$ cat src/rtl/pipeline_hazard_ctrl.sv
// rtl/pipeline_hazard_ctrl.sv - hazard, flush, freeze and forwarding control for the 5-stage pipe
//
// Purpose: sequences the IF/ID, ID/EX and EX/MEM pipeline registers.
//   Load-use hazards bubble ID/EX while holding PC and IF/ID.
//   Taken branches resolved in MEM flush the younger stages.
//   A busy data memory freezes the whole pipe.
//   Also drives the EX-stage forwarding selects and keeps saturating stall/flush counters.
// Ports:
//   clk, rst                        clock, synchronous active-high reset
//   id_order, ex_order              instruction words in ID and EX
//   ex_MemRead                      EX instruction is a load
//   mem_RegWrite, mem_write_reg     MEM-stage register write and its destination
//   wb_RegWrite, wb_write_reg       WB-stage register write and its destination
//   mem_branch_taken, mem_wait      branch resolved taken in MEM / data memory busy
//   pc_write, ifid_write, idex_write  register load enables
//   idex_bubble                     ID/EX loads NOP controls
//   ifid_flush, idex_flush, exmem_flush  register clears
//   fwd_a, fwd_b                    ALU operand selects: 00 regfile, 10 MEM, 01 WB
//   stall_cycles, flush_events      saturating event counters
module pipeline_hazard_ctrl #(
    parameter int CNT_W = 16
) (
    input  logic             clk,
    input  logic             rst,
    input  logic [31:0]      id_order,
    input  logic [31:0]      ex_order,
    input  logic             ex_MemRead,
    input  logic             mem_RegWrite,
    input  logic [4:0]       mem_write_reg,
    input  logic             wb_RegWrite,
    input  logic [4:0]       wb_write_reg,
    input  logic             mem_branch_taken,
    input  logic             mem_wait,
    output logic             pc_write,
    output logic             ifid_write,
    output logic             idex_write,
    output logic             idex_bubble,
    output logic             ifid_flush,
    output logic             idex_flush,
    output logic             exmem_flush,
    output logic [1:0]       fwd_a,
    output logic [1:0]       fwd_b,
    output logic [CNT_W-1:0] stall_cycles,
    output logic [CNT_W-1:0] flush_events
);

    typedef enum logic [1:0] {
        RUN        = 2'd0,
        WAIT       = 2'd1,
        FLUSH_PEND = 2'd2
    } state_t;

    localparam logic [CNT_W-1:0] CNT_ONE = 1;

    state_t state, state_next;

    logic [5:0] id_op;
    logic [4:0] rs_id, rt_id, rs_ex, rt_ex;
    logic       id_reads_rt;
    logic       load_use;
    logic       br_pending;
    logic       flush_now;
    logic       flush_cycle;
    logic       unused_bits;

    assign id_op = id_order[31:26];
    assign rs_id = id_order[25:21];
    assign rt_id = id_order[20:16];
    assign rs_ex = ex_order[25:21];
    assign rt_ex = ex_order[20:16];
    assign unused_bits = ^{id_order[15:0], ex_order[31:26], ex_order[15:0]};

    // R-type, sw and beq read rt as a source; other opcodes use rt as a destination.
    assign id_reads_rt = (id_op == 6'h00) || (id_op == 6'h2b) || (id_op == 6'h04);

    assign load_use = ex_MemRead && (rt_ex != 5'd0) &&
                      ((rt_ex == rs_id) || (id_reads_rt && (rt_ex == rt_id)));

    // A branch that arrived while memory was busy is remembered by the FLUSH_PEND state.
    assign br_pending  = (state == FLUSH_PEND);
    assign flush_now   = mem_branch_taken || br_pending;
    assign flush_cycle = !rst && !mem_wait && flush_now;

    always_ff @(posedge clk) begin
        if (rst) begin
            state <= RUN;
        end else begin
            state <= state_next;
        end
    end

    always_comb begin
        state_next  = RUN;
        pc_write    = 1'b1;
        ifid_write  = 1'b1;
        idex_write  = 1'b1;
        idex_bubble = 1'b0;
        ifid_flush  = 1'b0;
        idex_flush  = 1'b0;
        exmem_flush = 1'b0;
        if (rst) begin
            pc_write    = 1'b0;
            ifid_write  = 1'b0;
            idex_write  = 1'b0;
            idex_bubble = 1'b1;
            ifid_flush  = 1'b1;
            idex_flush  = 1'b1;
            exmem_flush = 1'b1;
        end else if (mem_wait) begin
            pc_write   = 1'b0;
            ifid_write = 1'b0;
            idex_write = 1'b0;
            state_next = flush_now ? FLUSH_PEND : WAIT;
        end else if (flush_now) begin
            // PC loads the branch target; the younger stages are cleared.
            ifid_flush  = 1'b1;
            idex_flush  = 1'b1;
            exmem_flush = 1'b1;
        end else if (load_use) begin
            // Single-cycle stall: next cycle the load has moved on and ex_MemRead drops.
            pc_write    = 1'b0;
            ifid_write  = 1'b0;
            idex_bubble = 1'b1;
        end
    end

    function automatic logic [1:0] fwd_sel(input logic [4:0] src);
        if (mem_RegWrite && (mem_write_reg != 5'd0) && (mem_write_reg == src)) begin
            return 2'b10;
        end else if (wb_RegWrite && (wb_write_reg != 5'd0) && (wb_write_reg == src)) begin
            return 2'b01;
        end
        return 2'b00;
    endfunction

    always_comb begin
        fwd_a = 2'b00;
        fwd_b = 2'b00;
        if (!rst) begin
            fwd_a = fwd_sel(rs_ex);
            fwd_b = fwd_sel(rt_ex);
        end
    end

    always_ff @(posedge clk) begin
        if (rst) begin
            stall_cycles <= '0;
            flush_events <= '0;
        end else begin
            if (!pc_write && (stall_cycles != '1)) begin
                stall_cycles <= stall_cycles + CNT_ONE;
            end
            if (flush_cycle && (flush_events != '1)) begin
                flush_events <= flush_events + CNT_ONE;
            end
        end
    end

endmodule

$ cat config.mk
export PLATFORM = sky130hd
export DESIGN_NAME = pipeline_hazard_ctrl
export DESIGN_NICKNAME = d
export VERILOG_FILES = /design/src/rtl/pipeline_hazard_ctrl.sv
export SDC_FILE = /design/constraint.sdc
export NUM_CORES = 1
export LEC_CHECK = 0
export CORE_AREA = 2 2 79 81
export CTS_CLUSTER_SIZE = 24
export DETAILED_ROUTE_END_ITERATION = 10
export DIE_AREA = 0 0 81 83
export PLACE_DENSITY_LB_ADDON = 0.15
export SETUP_SLACK_MARGIN = 0.1
export SYNTH_ARGS = -nofsm -noshare
export SYNTH_HDL_FRONTEND = slang
export SYNTH_SLANG_ARGS = --single-unit
$ cat constraint.sdc
create_clock -name clk -period 2.95 [get_ports clk]
set_input_delay 0.59 -clock clk [delete_from_list [all_inputs] [get_ports clk]]
set_output_delay 0.59 -clock clk [all_outputs]
set_load 0.01 [all_outputs]
### Word level (Yosys, flattened, before mapping)

Cells that the tools add are included.
W data, S select, Z words.

| word-level totals | value |
|---|---|
| register bits after elaboration | 34 |
| input port bits | 81 |
| word-level logic and storage cells | 70 |

| operators by class | value |
|---|---|
| add/subtract/negate cells | 2 |
| equal/unequal tests | 11 |
| multiplexer cells | 28 |
| bitwise logic cells | 1 |
| reductions and logical operators | 25 |

Operators with widths:

| kind | number |
|---|---|
| $add A16 B1 Y16 const B | 2 |
| $ne A16 B16 Y1 const B | 2 |
| $eq A5 B5 Y1 | 6 |
| $mux W1 | 19 |
| $mux W2 | 9 |
| $reduce_bool A5 Y1 | 3 |
| $logic_and A1 B1 Y1 | 13 |
| $eq A6 B3 Y1 const B | 1 |
| $eq A6 B6 Y1 const B | 1 |
| $logic_not A6 Y1 | 1 |
| $logic_or A1 B1 Y1 | 4 |
| $logic_not A1 Y1 | 3 |
| $eq A2 B2 Y1 const B | 1 |
| $reduce_or A2 Y1 | 1 |
| $not A1 Y1 | 1 |

### Logic depth before layout (Yosys ltp)

Gate-level depths: netlist of the first run.

| depth | value |
|---|---|
| depth in word-level cells | 12 |
| mapped depth | 9 |
| mapped depth without buffers | 7 |

### Worst setup path after synthesis of the first run

No wires, ideal clock.

| path | value |
|---|---|
| kind | in2out |
| start point | input port mem_write_reg[1] |
| end point | output port fwd_a[0] |
| data arrival time | 1.953 ns |
| data required time | 2.360 ns |
| path slack | 0.407 ns |
| stages on the path | 4 |
| path buffers | 0 |
| path through | or4_1 o21ai_0 nor3_1 nor4_1 |

| on the way | value |
|---|---|
| cells in the longest elaborated chain, start to end | 7 |
| elaborated cells between the ends (all ways) | 9 |

RTL lines:

| item | RTL line | source |
|---|---|---|
| from (decl) | 29 | `input logic [4:0] mem_write_reg,` |
| $reduce_bool A5 Y1 | 128 | `if (mem_RegWrite && (mem_write_reg != 5'd0) && (mem_write_reg == src)) begin` |
| $logic_and A1 B1 Y1 | 128 |  |
| $logic_and A1 B1 Y1 (*) | 128 |  |
| $mux W1 | 128 |  |
| $mux W1 | 139 | `if (!rst) begin` |
| $mux W2 (*) | 133 | `return 2'b00;` |
| $mux W2 (*) | 139 |  |
| to (decl) | 41 | `output logic [1:0] fwd_a,` |

Every way passes the cells marked *; elsewhere a longest branch is shown, timed or not. The select of a mux whose other input is x is not followed.

### Worst setup path after layout of the first run

| path | value |
|---|---|
| start point | input port rst |
| end point | output port fwd_a[0] |

| on the way | value |
|---|---|
| cells in the longest elaborated chain, start to end | 1 |

RTL lines:

| item | RTL line | source |
|---|---|---|
| from (decl) | 24 | `input logic rst,` |
| $mux W2 | 139 |  |

Every way passes these cells.

==> impl_metrics.env, run 1 <==
export IMPL_synth_fa_ha_area_frac=0.0114
export IMPL_synthMuxAreaShare=0.0250
export IMPL_io_pins=124
export IMPL_io_buffers=85
export IMPL_ys_ff_latch=34
export IMPL_drtIter0Drc=49
export IMPL_synth_compound_area_frac=0.119
export IMPL_finClkSkew_ps=3.64
export IMPL_drt_wirelength_per_cell_um=12.6
export IMPL_slew_headroom=0.464
export IMPL_seq_area_frac_synth=0.310
export IMPL_syn_nets=357
export IMPL_coreArea_sq_mm=0.00582
export IMPL_finish_instance_area_sq_mm=0.00349
export IMPL_ctsHoldBuffers=0
export IMPL_n_antenna_cell=0
export IMPL_p_leak_nw=1.32
export IMPL_postRouteAntennaNets=0
export IMPL_rsz0062_at_grt="yes"
export IMPL_synth_edf_count=0
export IMPL_via_per_inst=5.05
export IMPL_ys_async_sr_fraction=0
export IMPL_synth_top_flop_cell="dfxtp_1"
export IMPL_finalSetupViolations=0
export IMPL_worstPathMaxFanout=2
export IMPL_die_w_um=81
export IMPL_cts_tree="built"
export IMPL_start_util=0.378
export IMPL_drc=0
export IMPL_grt_pass1_wl_mm=10.1
export IMPL_nFillCells=556
export IMPL_outcome="finished, final reports clean"
export IMPL_antenna_found_initial=0
export IMPL_crit_required_ps=2360
export IMPL_synth_top_family_by_area="simple AND/OR/NAND/NOR gates"
export IMPL_dieArea_sq_mm=0.00672
export IMPL_clock_sinks=34
export IMPL_die_y_um=83
export IMPL_final_common_cell="clkdlybuf4s50_1"
export IMPL_clk_latency_ps=290
export IMPL_syn_inst=274
export IMPL_area_growth_pct=58.7
export IMPL_drive_above_1_share=0.168
export IMPL_fmax_ghz=0.347
export IMPL_hp_class="flip-flop to flip-flop"
export IMPL_worst_slack_ps=70.0
export IMPL_yosys_warnings=0
export IMPL_setup_worst_path_end_class="output pin"
export IMPL_hold_viol_final=0
export IMPL_final_cell_mix="64 x clkdlybuf4s50_1, 36 x buf_4, 34 x dfxtp_1"
export IMPL_finalWirelength_mm=5.83
export IMPL_synthesis_area_sq_mm=0.00220
export IMPL_ctsHtreeMaxLevel=2
export IMPL_numCtsBuffers=5
export IMPL_hold_depth=2
export IMPL_grt_max_degree=44
export IMPL_clockBufferDepth=2
export IMPL_crit_type="input pin to output pin"
export IMPL_placed_cell_area_sq_mm=0.00333
export IMPL_grt_usage=0.184
export IMPL_worst_slew_pin_slew_ps=802
export IMPL_arrival_ps=2290
export IMPL_cp_start_kind="input pin"
export IMPL_cts_root_buf="clkbuf_8"
export IMPL_fin_crit_ps=2880
export IMPL_dpl_hpwl_mm=4.50
export IMPL_grt_pass1_vias=2264
export IMPL_p_per_area_mw_per_mm2=321
export IMPL_syn_area_per_cell_sq_um=8.02
export IMPL_path_clk_slew_ps=70
export IMPL_final_max_slew_viol_count=0
export IMPL_synth_cell_type_count=40
export IMPL_ff2ff_path_depth=6
export IMPL_period_share=0.976
export IMPL_firstDrtPassIters=4
export IMPL_rows=28
export IMPL_irDropWorstVdd_uv=251
export IMPL_maxCapViolations=0
export IMPL_place_gp_congestion=0.814
export IMPL_vias=2333
export IMPL_synthXorXnorAreaFrac=0.175
export IMPL_synthSimpleGateAreaFrac=0.306
export IMPL_grt_overflow=0
export IMPL_dp_slack_ps=-489
export IMPL_fin_nets=469
## what timing repair did
action / in CTS / in global routing
hold endpoints to repair: 0 / 0
pin swaps: 6 / 8
setup buffers: 1 / 1
setup endpoints to repair: 13 / 8
gates resized for setup: 37 / 12
## final timing paths
| check | startpoint | endpoint | slack (ps) |
|---|---|---|---|
| max reg2reg | flush_events[0] | flush_events[14] | 930 |
| max | rst | fwd_a[0] | 70 |
| min reg2reg | stall_cycles[11] | stall_cycles[11] | 510 |
| min | stall_cycles[11] | stall_cycles[11] | 510 |
## layer usage
layer | vias to the layer above | wire length [um] | global-route usage
met2 | 47 | 2910 | 0.313
met3 | 9 | 245 | 0.0413
li1 | 1197 | - | -
met1 | 1080 | 2570 | 0.229
met5 | - | 0 | 0
met4 | 0 | 93 | 0.0524
## worst max-delay path, stage by stage
cell and delay [ps]:
clkdlybuf4s50_1 460, nor2b_2 140, o21ai_1 80, or4_1 540, nor4_2 300, buf_2 180
## sequential cells by signal, summed over array words and instances, names as in the netlist
name	flops
stall_cycles	16
flush_events	16
state	2
## cells by family (layout without fill, tap and decap cells)
group / Yosys count / count (layout)
flip-flops: 34 / 34
buffers and inverters: 25 / 138
AND/OR/NAND/NOR: 124 / 124
multiplexers: 5 / 5
adder cells (fa/ha/maj): 2 / 2
XOR/XNOR: 44 / 44
AO/OA/AOI/OAI: 40 / 40
## area by class of cell
| class | instances | area (sq um) | area share |
|---|---|---|---|
| clock buffer | 5 | 68.8 | 0.0197 |
| clock inverter | 3 | 40.0 | 0.0115 |
| inverter | 7 | 26.3 | 0.00753 |
| multi-input combinational | 215 | 1430 | 0.409 |
| sequential | 34 | 681 | 0.195 |
| tap | 75 | 93.8 | 0.0269 |
| timing repair buffer | 123 | 1150 | 0.331 |
## where the power goes
part,total (W),internal [W],leakage (nW),switching [W]
Sequential,0.000472,0.000465,0.275,0.00000708
Combinational,0.000228,0.000134,0.990,0.0000940
Clock,0.000421,0.000249,0.0579,0.000172
Total,0.00112,0.000847,1.32,0.000273
## synth_stat cells, drive strengths merged, types with 2 or more instances
master,count,area share
o31ai,10,0.034
or3,3,0.0085
buf,7,0.023
o21ai,7,0.018
o21bai,2,0.0068
nor4,8,0.023
nor3,11,0.027
or4,14,0.048
clkbuf,11,0.019
and3,3,0.0085
ha,2,0.011
and2,2,0.0057
inv,7,0.012
mux2,4,0.020
nor2,27,0.046
nand4,11,0.031
o31a,2,0.0080
nand2,19,0.032
nand3,14,0.032
or2,2,0.0057
xor2,21,0.084
dfxtp,34,0.31
xnor2,23,0.092
a21oi,13,0.030
nor2b,7,0.020
## stage by stage
stage	power [W]	setup TNS [ps]	std cells	util	hold slack [ps]
5_1_grt	0.00118	0	462	0.600	523
2_1_floorplan	0.000580	0	274	-	508
4_1_cts	0.00114	0	461	0.593	510
6_report	0.00112	0	462	0.600	507
3_3_place_gp	0.000709	-4170	452	0.573	480
3_5_place_dp	0.000711	-5150	452	0.573	499
(Power assumes the default switching activity.)
==> run 2: changes to the inputs <==
- MAX_ROUTING_LAYER: unset -> met4
- TNS_END_PERCENT: unset -> 50
- clock period: 2.95 -> 3.2 ns (I/O delays scaled with it)
==> run 2 against run 1 <==
  * Final cell count decreased by 1.7%
  * Sequential power fell by 7.8%
  * Setup slack better by 94 ps
  * Via count fell by 1.2%
  * Cell area decreased by 3.1%
  * Critical path type unchanged
  * Largest cell class unchanged
==> impl_metrics.env, run 2 (synthesized netlist as in run 1, its figures left out) <==
export IMPL_seq_area_sq_um=681
export IMPL_firstDrtPassIters=4
export IMPL_ctsHtreeMaxLevel=2
export IMPL_placedCellCount=447
export IMPL_hold_viol_final=0
export IMPL_nFillCells=593
export IMPL_p_per_area_mw_per_mm2=281
export IMPL_start_util=0.378
export IMPL_finish_utilization=0.581
export IMPL_cts_tree="built"
export IMPL_worstPathMaxFanout=3
export IMPL_fin_crit_ps=3040
export IMPL_worst_slew_pin_slew_ps=1080
export IMPL_finalWirelength_mm=5.82
export IMPL_drive_above_1_share=0.145
export IMPL_vias=2305
export IMPL_via_per_inst=5.08
export IMPL_dpl_hpwl_mm=4.50
export IMPL_rsz0062_at_grt="yes"
export IMPL_regToRegSetupSlack_ps=1120
export IMPL_arrival_ps=2400
export IMPL_fin_nets=463
export IMPL_path_delay_family="simple AND/OR/NAND/NOR gates"
export IMPL_die_y_um=83
export IMPL_power_w=0.000951
export IMPL_drc=0
export IMPL_reg_top3="flush_events: 16 flops, stall_cycles: 16 flops, state: 2 flops"
export IMPL_numCtsBuffers=5
export IMPL_ctsHoldBuffers=0
export IMPL_outcome="finished, final reports clean"
export IMPL_multi_input_area_sq_mm=0.00141
export IMPL_p_leak_nw=1.20
export IMPL_finalSetupViolations=0
export IMPL_setup_worst_path_end_class="output pin"
export IMPL_maxCapViolations=0
export IMPL_rows=28
export IMPL_drtIter0Drc=77
export IMPL_grt_pass1_wl_mm=9.83
export IMPL_hp_class="flip-flop to flip-flop"
export IMPL_crit_required_ps=2560
export IMPL_tns_ps=0
export IMPL_postRouteAntennaNets=0
export IMPL_path_clk_slew_ps=70
export IMPL_final_common_cell="clkdlybuf4s50_1"
export IMPL_drt_wirelength_per_cell_um=12.8
export IMPL_coreArea_sq_mm=0.00582
export IMPL_final_max_slew_viol_count=0
export IMPL_clockBufferDepth=2
export IMPL_irDropWorstVdd_uv=186
export IMPL_grt_max_degree=44
export IMPL_cts_root_buf="clkbuf_8"
export IMPL_io_pins=124
export IMPL_dieArea_sq_mm=0.00672
export IMPL_place_gp_congestion=0.807
export IMPL_path_buf_inv=2
export IMPL_crit_path_top_delay_cell="or4_1"
export IMPL_crit_path_max_incr_delay_ps=500
export IMPL_grt_pass1_vias=2181
export IMPL_clk_latency_ps=280
export IMPL_final_cells=454
export IMPL_final_cell_mix="77 x clkdlybuf4s50_1, 34 x dfxtp_1, 31 x buf_4"
export IMPL_fmax_ghz=0.329
export IMPL_grt_usage=0.184
export IMPL_n_antenna_cell=0
export IMPL_clock_sinks=34
export IMPL_io_buffers=85
export IMPL_period_share=0.949
export IMPL_area_growth_pct=53.8
export IMPL_cp_start_kind="input pin"
export IMPL_antenna_found_initial=0
export IMPL_crit_type="input pin to output pin"
export IMPL_die_w_um=81
export IMPL_critical_path_cell_chain="clkdlybuf4s50_1 > or4_1 > o21ai_1 > nor4b_4 > o21ai_2 > and2_4 > clkdlybuf4s15_2"
export IMPL_slew_headroom=0.277
export IMPL_grt_overflow=0
export IMPL_finClkSkew_ps=6.06
-- run 2: tightest hold or removal path, delay by kind of cell (launching register included) --
family | cells | cell delay (ps)
AOI/OAI and AO/OA | 2 | 130
DFF | 1 | 330
-- run 2: cell type report --
cell class              count  share of cell area
multi-input cells         215               0.417
repair buffers            117               0.321
flip-flops and latches     34               0.201
well taps                  75              0.0278
clock buffers               6              0.0244
inverters                   7             0.00777
-- run 2: per-layer routing --
metal	global-route usage	part of all wire
met1	0.223	0.45
met2	0.307	0.50
met3	0.0370	0.035
met4	0.0539	0.017
met5	-	0
-- run 2: path summary, 6_finish.rpt --
kind | start | to | cells after the start
worst max-delay path | id_order[26] | ifid_write | 7
worst min-delay path | stall_cycles[11] | stall_cycles[11] | 2
worst max register to register | stall_cycles[0] | stall_cycles[15] | 8
worst min register to register | stall_cycles[11] | stall_cycles[11] | 2
-- run 2: repair_timing --
action                     4_1_cts  5_1_grt
pin swaps                        2        4
setup endpoints to repair       10        9
gates resized for setup         19        7
buffers inserted                 1        0
-- run 2: power by group --
group          internal [W]  switching [W]
logic              0.000120      0.0000842
registers          0.000429     0.00000634
clock network      0.000166       0.000145
total              0.000715       0.000236
-- run 2: per-stage QoR --
stage          worst slack, ps  hold slack (ps)  cell area, sq um
5_1_grt                   50.9              532              3380
6_report                   164              504              3380
4_1_cts                   14.7              510              3380
3_3_place_gp              -320              479              3280
3_5_place_dp              -340              501              3280
2_1_floorplan              557              508              2200
==> run 3: changes to the inputs <==
- clock period: 3.2 -> 3.4 ns (I/O delays scaled with it)
==> run 3 against run 2 <==
  * Clock power up 14%
  * Clock skew down 3.0 ps
  * Clock-buffer cell count up 2
  * Register-to-register slack improved by 240 ps
  * Die area did not move
  * Utilization fell by 0.26 points
  * First-iteration DRC count decreased by 5.2%
  * Non-clock buffer count fell by 5
  * Critical endpoint unchanged
  * Largest cell class unchanged
  * Cell area down 0.44%
  * Highest routed layer unchanged
  * Sequential power decreased by 6.0%
  * Setup slack better by 7.7 ps
  * Global-route usage is 0.67 points higher
==> impl_metrics.env, run 3 (synthesized netlist as in run 1, its figures left out) <==
export IMPL_outcome="finished, final reports clean"
export IMPL_arrival_ps=2550
export IMPL_hp_class="flip-flop to flip-flop"
export IMPL_clkPwrFrac=0.374
export IMPL_fin_crit_ps=3230
export IMPL_nFillCells=579
export IMPL_numCtsBuffers=5
export IMPL_drt_wirelength_per_cell_um=12.8
export IMPL_grt_max_degree=45
export IMPL_crit_type="input pin to output pin"
export IMPL_grt_usage=0.191
export IMPL_die_w_um=81
export IMPL_drive_above_1_share=0.120
export IMPL_n_antenna_cell=0
export IMPL_fin_nets=458
export IMPL_drc=0
export IMPL_p_per_area_mw_per_mm2=282
export IMPL_regToRegSetupSlack_ps=1360
export IMPL_finish_instance_area_sq_mm=0.00337
export IMPL_clock_sinks=34
export IMPL_final_common_cell="clkdlybuf4s50_1"
export IMPL_seq_area_sq_um=681
export IMPL_period_share=0.949
export IMPL_p_leak_nw=1.21
export IMPL_finalWirelength_mm=5.77
export IMPL_p_sw_frac=0.246
export IMPL_dieArea_sq_mm=0.00672
export IMPL_io_pins=124
export IMPL_finish_utilization=0.579
export IMPL_grt_pass1_vias=2241
export IMPL_multi_input_area_sq_mm=0.00140
export IMPL_clk_latency_ps=290
export IMPL_r2r_start="flush_events[6]"
export IMPL_area_growth_pct=53.1
export IMPL_min_to="stall_cycles[11]"
export IMPL_grt_pass1_wl_mm=10.1
export IMPL_irDropWorstVdd_uv=169
export IMPL_ctsHoldBuffers=0
export IMPL_holdWs_ps=501
export IMPL_hold_depth=2
export IMPL_worstPathMaxFanout=3
export IMPL_cp_start_kind="input pin"
export IMPL_placed_cell_area_sq_mm=0.00325
export IMPL_finalSetupViolations=0
export IMPL_drtIter0Drc=73
export IMPL_setup_worst_path_end_class="output pin"
export IMPL_coreArea_sq_mm=0.00582
export IMPL_rows=28
export IMPL_dpl_hpwl_mm=4.49
export IMPL_maxCapViolations=0
export IMPL_via_per_inst=5.02
export IMPL_finClkSkew_ps=3.04
export IMPL_vias=2266
export IMPL_combinationalPowerShare=0.195
export IMPL_ctsHtreeMaxLevel=2
export IMPL_clockBufferDepth=2
export IMPL_fmax_ghz=0.310
export IMPL_firstDrtPassIters=4
export IMPL_start_util=0.378
export IMPL_min_from="stall_cycles[11]"
export IMPL_io_buffers=85
export IMPL_rsz0062_at_grt="yes"
export IMPL_power_frac_seq=0.430
export IMPL_worst_slew_pin_slew_ps=1070
export IMPL_p_int_w=0.000717
export IMPL_antenna_found_initial=0
export IMPL_die_y_um=83
export IMPL_r2r_end="flush_events[14]"
export IMPL_cts_setup_buffers=0
export IMPL_cts_tree="built"
export IMPL_reg_top3="flush_events: 16 flops, stall_cycles: 16 flops, state: 2 flops"
export IMPL_slew_headroom=0.282
export IMPL_crit_required_ps=2720
export IMPL_grt_overflow=0
export IMPL_final_cell_mix="78 x clkdlybuf4s50_1, 34 x dfxtp_1, 27 x nor2_1, 27 x buf_4, 23 x xnor2_1"
export IMPL_place_gp_congestion=0.809
export IMPL_hold_viol_final=0
export IMPL_postRouteAntennaNets=0
export IMPL_final_max_slew_viol_count=0
export IMPL_ff2ff_path_depth=6
export IMPL_power_w=0.000950
export IMPL_cts_root_buf="clkbuf_8"
export IMPL_path_clk_slew_ps=70
export IMPL_power_net_switching_w=0.000234
==> run 3: changes by cell type in the layout (fill, tap and decap cells not counted), moves of 2 or more <==
| cell | delta |
|---|---|
| clkdlybuf4s15_2 | -2 |
| buf_4 | -4 |
| buf_2 | -2 |
| clkbuf_8 | +2 |
| dlygate4sd2_1 | +4 |
==> run 3: worst max-delay path, cell delays in order <==
cell and delay (ps):
clkdlybuf4s50_1 410, or4_1 520, o21ai_1 90, nor4b_4 270, o21ai_2 110, and2_1 190, dlygate4sd2_1 280
==> run 3: per-stage QoR <==
step	TNS (ps)	instances	worst slack, ps
3_3_place_gp	-686	443	-197
4_1_cts	0	451	105
2_1_floorplan	0	274	677
6_report	0	451	172
5_1_grt	0	451	85.5
3_5_place_dp	-828	443	-228
==> run 3: power groups by stage <==
| stage | Combinational [W] | Clock, W | Sequential [W] |
|---|---|---|---|
| 2_1_floorplan | 0.0000844 | 0 | 0.000419 |
| 3_3_place_gp | 0.000188 | 0 | 0.000418 |
| 3_5_place_dp | 0.000189 | 0 | 0.000418 |
| 4_1_cts | 0.000188 | 0.000368 | 0.000409 |
| 5_1_grt | 0.000205 | 0.000385 | 0.000410 |
| 6_report | 0.000186 | 0.000356 | 0.000409 |
==> run 3: final cells by class <==
cell class,instances,area share
Inverter,7,0.00781
Sequential cell,34,0.202
Multi-Input combinational cell,215,0.417
Timing Repair Buffer,112,0.313
Clock buffer,8,0.0327
Tap cell,75,0.0279
==> run 3: how the worst max path moves through the flow <==
stage	start	end	slack, ps
2_1_floorplan	mem_write_reg[1]	fwd_a[0]	680
3_3_place_gp	mem_write_reg[1]	fwd_a[0]	-200
3_5_place_dp	mem_write_reg[1]	fwd_a[0]	-230
4_1_cts	mem_write_reg[1]	fwd_b[1]	110
5_1_grt	id_order[27]	ifid_write	90
6_report	id_order[27]	ifid_write	170
==> run 3: per-layer routing <==
metal	up-vias	GRT usage	wire length (um)
li1	1180	-	-
met1	1036	0.232	2600
met2	44	0.312	2880
met3	6	0.0446	215
met4	0	0.0570	74
met5	-	-	0
==> run 3: what timing repair did <==
item | CTS | global route
setup endpoints to repair | 5 | 5
hold endpoints to repair | 0 | 0
pin swaps | 1 | 0
gates resized for setup | 7 | 2
